===== src/rtl/vga_timing_pkg.sv =====
// Default VGA 640x480@60 timing constants and tile geometry, shared with the level map.
package vga_timing_pkg;

  localparam int unsigned DEF_CLK_DIV    = 4;
  localparam int unsigned DEF_H_TOTAL    = 800;
  localparam int unsigned DEF_H_SYNC     = 96;
  localparam int unsigned DEF_H_START    = 144;
  localparam int unsigned DEF_H_END      = 784;
  localparam int unsigned DEF_V_TOTAL    = 525;
  localparam int unsigned DEF_V_SYNC     = 2;
  localparam int unsigned DEF_V_START    = 35;
  localparam int unsigned DEF_V_END      = 515;
  localparam int unsigned DEF_TILE_SHIFT = 5;

  localparam int unsigned COUNT_W    = 10;
  localparam int unsigned FRAME_W    = 8;
  localparam int unsigned TILE_COL_W = 5;
  localparam int unsigned TILE_ROW_W = 4;

  localparam int unsigned TILES_X = (DEF_H_END - DEF_H_START) >> DEF_TILE_SHIFT;
  localparam int unsigned TILES_Y = (DEF_V_END - DEF_V_START) >> DEF_TILE_SHIFT;

  // Tile index of a raster position relative to the visible-window origin (modulo 2^COUNT_W).
  function automatic logic [COUNT_W-1:0] tileIndex(input logic [COUNT_W-1:0] pos,
                                                   input logic [COUNT_W-1:0] start,
                                                   input int unsigned shift);
    return (pos - start) >> shift;
  endfunction

endpackage


===== src/rtl/pixel_tick_div.sv =====
// Divides the system clock down to the pixel rate: combinational tick plus a registered pixelEn.
module pixel_tick_div #(
  parameter int unsigned CLK_DIV = 4
) (
  input  logic clk,
  input  logic reset_n,
  output logic tick_c,
  output logic pixelEn
);

  localparam int unsigned DIV_W = (CLK_DIV > 1) ? $clog2(CLK_DIV) : 1;

  logic [DIV_W-1:0] divider;

  assign tick_c = (divider == DIV_W'(CLK_DIV - 1));

  always_ff @(posedge clk or negedge reset_n) begin
    if (!reset_n) begin
      divider <= '0;
      pixelEn <= 1'b0;
    end else begin
      divider <= tick_c ? '0 : divider + DIV_W'(1);
      pixelEn <= tick_c;
    end
  end

endmodule


===== src/rtl/vga_timing_gen.sv =====
// VGA raster timing source: pixel counters, syncs, visible window, tile coordinates and frame count.
module vga_timing_gen
  import vga_timing_pkg::*;
#(
  parameter int unsigned CLK_DIV    = DEF_CLK_DIV,
  parameter int unsigned H_TOTAL    = DEF_H_TOTAL,
  parameter int unsigned H_SYNC     = DEF_H_SYNC,
  parameter int unsigned H_START    = DEF_H_START,
  parameter int unsigned H_END      = DEF_H_END,
  parameter int unsigned V_TOTAL    = DEF_V_TOTAL,
  parameter int unsigned V_SYNC     = DEF_V_SYNC,
  parameter int unsigned V_START    = DEF_V_START,
  parameter int unsigned V_END      = DEF_V_END,
  parameter int unsigned TILE_SHIFT = DEF_TILE_SHIFT
) (
  input  logic                  clk,
  input  logic                  reset_n,
  output logic                  pixelEn,
  output logic [COUNT_W-1:0]    hCount,
  output logic [COUNT_W-1:0]    vCount,
  output logic                  hSync,
  output logic                  vSync,
  output logic                  bright,
  output logic                  frameStart,
  output logic [TILE_COL_W-1:0] tileCol,
  output logic [TILE_ROW_W-1:0] tileRow,
  output logic [FRAME_W-1:0]    frameCount
);

  logic                  tick_c;
  logic [COUNT_W-1:0]    hNext;
  logic [COUNT_W-1:0]    vNext;
  logic [FRAME_W-1:0]    frameNext;
  logic                  frameStartNext;
  logic                  hSyncNext;
  logic                  vSyncNext;
  logic                  brightNext;
  logic [TILE_COL_W-1:0] tileColNext;
  logic [TILE_ROW_W-1:0] tileRowNext;

  pixel_tick_div #(
    .CLK_DIV (CLK_DIV)
  ) u_pixel_tick_div (
    .clk     (clk),
    .reset_n (reset_n),
    .tick_c  (tick_c),
    .pixelEn (pixelEn)
  );

  // Next raster position; every other output is derived from it so all stay aligned.
  always_comb begin
    hNext          = hCount;
    vNext          = vCount;
    frameNext      = frameCount;
    frameStartNext = 1'b0;
    if (tick_c) begin
      if (hCount == COUNT_W'(H_TOTAL - 1)) begin
        hNext = '0;
        if (vCount == COUNT_W'(V_TOTAL - 1)) begin
          vNext          = '0;
          frameNext      = frameCount + FRAME_W'(1);
          frameStartNext = 1'b1;
        end else begin
          vNext = vCount + COUNT_W'(1);
        end
      end else begin
        hNext = hCount + COUNT_W'(1);
      end
    end

    hSyncNext  = (hNext >= COUNT_W'(H_SYNC));
    vSyncNext  = (vNext >= COUNT_W'(V_SYNC));
    brightNext = (hNext >= COUNT_W'(H_START)) && (hNext < COUNT_W'(H_END)) &&
                 (vNext >= COUNT_W'(V_START)) && (vNext < COUNT_W'(V_END));
    tileColNext = '0;
    tileRowNext = '0;
    if (brightNext) begin
      tileColNext = TILE_COL_W'(tileIndex(hNext, COUNT_W'(H_START), TILE_SHIFT));
      tileRowNext = TILE_ROW_W'(tileIndex(vNext, COUNT_W'(V_START), TILE_SHIFT));
    end
  end

  always_ff @(posedge clk or negedge reset_n) begin
    if (!reset_n) begin
      hCount     <= '0;
      vCount     <= '0;
      frameCount <= '0;
      frameStart <= 1'b0;
      hSync      <= 1'b0;
      vSync      <= 1'b0;
      bright     <= 1'b0;
      tileCol    <= '0;
      tileRow    <= '0;
    end else begin
      hCount     <= hNext;
      vCount     <= vNext;
      frameCount <= frameNext;
      frameStart <= frameStartNext;
      hSync      <= hSyncNext;
      vSync      <= vSyncNext;
      bright     <= brightNext;
      tileCol    <= tileColNext;
      tileRow    <= tileRowNext;
    end
  end

endmodule

===== config.mk =====
export PLATFORM = sky130hd
export DESIGN_NAME = vga_timing_gen
export DESIGN_NICKNAME = d
export VERILOG_FILES = /design/src/rtl/vga_timing_pkg.sv /design/src/rtl/pixel_tick_div.sv /design/src/rtl/vga_timing_gen.sv
export SDC_FILE = /design/constraint.sdc
export NUM_CORES = 1
export LEC_CHECK = 0
export ABC_AREA = 1
export BUFFER_PORTS_ARGS = -buffer_cell sky130_fd_sc_hd__clkbuf_2
export CORE_ASPECT_RATIO = 1.1
export CORE_MARGIN = 4
export CORE_UTILIZATION = 53
export DETAILED_ROUTE_END_ITERATION = 16
export PLACE_DENSITY = 0.77
export REMOVE_ABC_BUFFERS = 1
export SYNTH_ARGS = -nofsm -noshare
export SYNTH_HDL_FRONTEND = slang
export SYNTH_SLANG_ARGS = --single-unit

===== constraint.sdc =====
create_clock -name clk -period 5.5 [get_ports clk]
set_input_delay 0.275 -clock clk [delete_from_list [all_inputs] [get_ports clk]]
set_output_delay 0.275 -clock clk [all_outputs]
set_load 0.005 [all_outputs]

==> flow_metrics.env <==
export IMPL_outcome="finished clean"
export IMPL_p_sw_share_pct=17.9
export IMPL_grt_pass1_wl_um=8890
export IMPL_synth_top_area_cell="dfrtp_1"
export IMPL_finalWorstSetupSlack_ns=2.57
export IMPL_yosys_warnings=0
export IMPL_syn_area_per_cell_um2=8.31
export IMPL_hold_violations=0
export IMPL_grt_overflow=0
export IMPL_drt_total_wl_um=5010
export IMPL_final_nets=357
export IMPL_comb_power_share_pct=1.0
export IMPL_place_congestion=0.908
export IMPL_p_total_uw=611
export IMPL_crit_cells=14
export IMPL_wl_met1_um=2130
export IMPL_start_util_pct=56.5
export IMPL_reg2reg_depth=14
export IMPL_ioPinCount=44
export IMPL_setup_viol=0
export IMPL_port_buffers=43
export IMPL_synthTopCellsByCount="80 x nand2_1, 44 x dfrtp_1, 35 x inv_1, 22 x nor2_1, 20 x nand3_1"
export IMPL_synthFlopType="dfrtp_1"
export IMPL_drtIter0Drc=100
export IMPL_endpoint_kind="flip-flop"
export IMPL_ys_seq_area_share_pct=44.2
export IMPL_worst_pin_slew_ns=1.07
export IMPL_coreArea_um2=4410
export IMPL_crit_slowest_cell="ha_1"
export IMPL_startpoint_type="flip-flop"
export IMPL_maxSlewHeadroom_pct=28.7
export IMPL_vias=2050
export IMPL_drt_wirelength_per_cell_um=12.5
export IMPL_numCtsBuffers=5
export IMPL_setup_worst_path_end="tileRow[0]"
export IMPL_p_clk_share_pct=46.1
export IMPL_first_pass_iters=4
export IMPL_internal_power_uw=502
export IMPL_power_frac_seq_pct=52.9
export IMPL_r2r_end="tileRow[0]"
export IMPL_antennaDiodeCount=0
export IMPL_grt_max_degree=45
export IMPL_crit_type="reg -> reg"
export IMPL_postCtsSetupRepairBufs=0
export IMPL_ir_drop_mv=0.135
export IMPL_synth_edf_count=0
export IMPL_highest_signal_layer="met4"
export IMPL_maxSlewViolCount=0
export IMPL_worstPathRequired_ns=5.74
export IMPL_powerDensity_nw_per_um2=212
export IMPL_period_minus_slack_ns=2.93
export IMPL_p_leak_uw=0.00166
export IMPL_seq_area_um2=1100
export IMPL_finalClockSkew_ns=0.00565
export IMPL_fp_dieArea_um2=5870
export IMPL_root_buffer="clkbuf_8"
export IMPL_max_cap_viol_count=0
export IMPL_multi_input_area_um2=1200
export IMPL_synth_area_leaders="dfrtp_1 44%, nand2_1 12%, inv_1 5.3%, ha_1 4.0%, nand3_1 4.0%"
export IMPL_netlist_instances=300
export IMPL_async_flop_share_pct=100
export IMPL_regToRegSetupSlack_ns=2.57
export IMPL_met2_length_um=2520
export IMPL_synth_seq_cells=44
export IMPL_fmax_mhz=341
export IMPL_ys_types=34
export IMPL_htreeDepth=2
export IMPL_cp_common_cell="nand2_1"
export IMPL_tns_ns=0
export IMPL_reg2reg_from="u_pixel_tick_div.divider[0]"
export IMPL_viasPerCell=5.11
export IMPL_dieHeight_um=79.9
export IMPL_cts_hold_buf=0
export IMPL_cts_buffer_depth=2
export IMPL_clock_latency_ns=0.30
export IMPL_antenna_found_initial=0
export IMPL_synth_top_cell_area_share_pct=44.2
export IMPL_areaGrowthSynthToFinish_pct=15.6
export IMPL_hpwl_um=3840
export IMPL_drive_gt1_share_pct=28.0
export IMPL_cp_max_fo=22
export IMPL_grt_pass1_vias=2049
export IMPL_rows=25
export IMPL_cpPeakStageDelay_ns=0.76
export IMPL_clkTransAtPathRegs_ns=0.08
export IMPL_ant_nets=0
export IMPL_ctsResizeCount=0
export IMPL_path_delay_family="adder cells"
export IMPL_switchingPower_uw=109
export IMPL_dr_wl_met3_um=259
export IMPL_path_buf_inv=2
export IMPL_cts_sinks=44
export IMPL_crit_path_start="u_pixel_tick_div.divider[0]"
export IMPL_fill_cells=380
export IMPL_pre_cts_ws_ns=2.62
export IMPL_min_path_type="in -> async"
export IMPL_die_w_um=73.4
export IMPL_cts_tree="yes"
export IMPL_netlist_area_um2=2490
export IMPL_rsz0062_at_grt="false"
export IMPL_synth_most_common_cell="nand2_1"
export IMPL_fin_crit_sh_pct=53.3
export IMPL_drcViolationCount=0
export IMPL_grt_usage_pct=19.4
export IMPL_path_cells="ha_1, inv_2, nor2_1, nand2_1, xor2_1, inv_1, ha_1, nand2_1, nand2_1, nand3_1, nand2_1, a21oi_2, nand2_4, nor2_2"
export IMPL_arrival_ns=3.17
[worst min-delay path by stage]
stage / from / endpoint / slack, ns / cells after the start
after floorplan: reset_n / bright / -0.02 / 0
after global placement: u_pixel_tick_div.divider[0] / u_pixel_tick_div.divider[0] / 0.41 / 1
after detailed placement: u_pixel_tick_div.divider[0] / u_pixel_tick_div.divider[0] / 0.42 / 1
after CTS: reset_n / hCount[5] / 0.21 / 1
after global routing: reset_n / frameCount[7] / 0.25 / 1
final: reset_n / frameCount[0] / 0.17 / 1
[power groups by stage]
stage                     combinational (uW)  clock (uW)  sequential, uW
after global placement                  6.66           0             330
after floorplan                     0.000803           0             330
after global routing                    7.54         303             323
after detailed placement                6.70           0             330
final                                   6.16         282             323
after CTS                               6.78         290             323
[cells in the final DEF, fill, tap and decap left out, drive strengths merged, types with 4 or more instances in the layout]
| cell type | synthesis | routed |
|---|---|---|
| xor2 | 10 | 10 |
| nand3 | 24 | 24 |
| nand2 | 89 | 89 |
| ha | 8 | 8 |
| xnor2 | 6 | 6 |
| nand4 | 11 | 11 |
| nor3 | 4 | 4 |
| clkbuf | 0 | 48 |
| nor2 | 42 | 42 |
| dfrtp | 44 | 44 |
| inv | 45 | 45 |
[kinds of logic (layout without fill, tap and decap cells)]
group | count (synthesis) | after routing | synth area share [%]
AO/OA/AOI/OAI | 10 | 10 | 3.06
XOR/XNOR | 16 | 16 | 5.62
adder cells (fa/ha/maj) | 8 | 8 | 4.01
buffers and inverters | 48 | 95 | 7.73
flip-flops | 44 | 44 | 44.2
AND/OR/NAND/NOR | 174 | 174 | 35.4
[worst reg2reg max path: stages (launching register included)]
cell and delay [ns]:
dfrtp_1 0.36, ha_1 0.76, inv_2 0.16, nor2_1 0.17, nand2_1 0.11, xor2_1 0.24
inv_1 0.12, ha_1 0.23, nand2_1 0.09, nand2_1 0.08, nand3_1 0.08, nand2_1 0.06
a21oi_2 0.15, nand2_4 0.14, nor2_2 0.10
[routing by layer]
metal	track usage (%)	vias up
met3	4.41	14
li1	-	1028
met5	0	-
met2	34.1	52
met4	6.70	0
met1	23.0	956
[area by class of cell]
type / count / share of cell area (%)
multi-input combinational: 208 / 41.6
sequential: 44 / 38.2
timing repair buffer: 43 / 7.47
inverter: 45 / 5.86
clock buffer: 5 / 2.39
tap: 54 / 2.34
clock inverter: 2 / 2.08
[flip-flops by register name (all words and copies together) (netlist names)]
name,flops
u_pixel_tick_div.pixelEn,1
tileRow,4
hSync,1
tileCol,5
vCount,10
frameStart,1
vSync,1
bright,1
u_pixel_tick_div.divider,2
hCount,10
frameCount,8
[metrics by stage]
stage	hold slack, ns	util [%]	area [um^2]	cells
after floorplan	-0.0206	-	2470	297
after global placement	0.412	62.4	2750	394
after detailed placement	0.421	62.4	2750	394
after CTS	0.205	65.3	2880	401
after global routing	0.252	65.3	2880	401
final	0.168	65.3	2880	401
No activity file was read; power rests on OpenSTA's default activity.
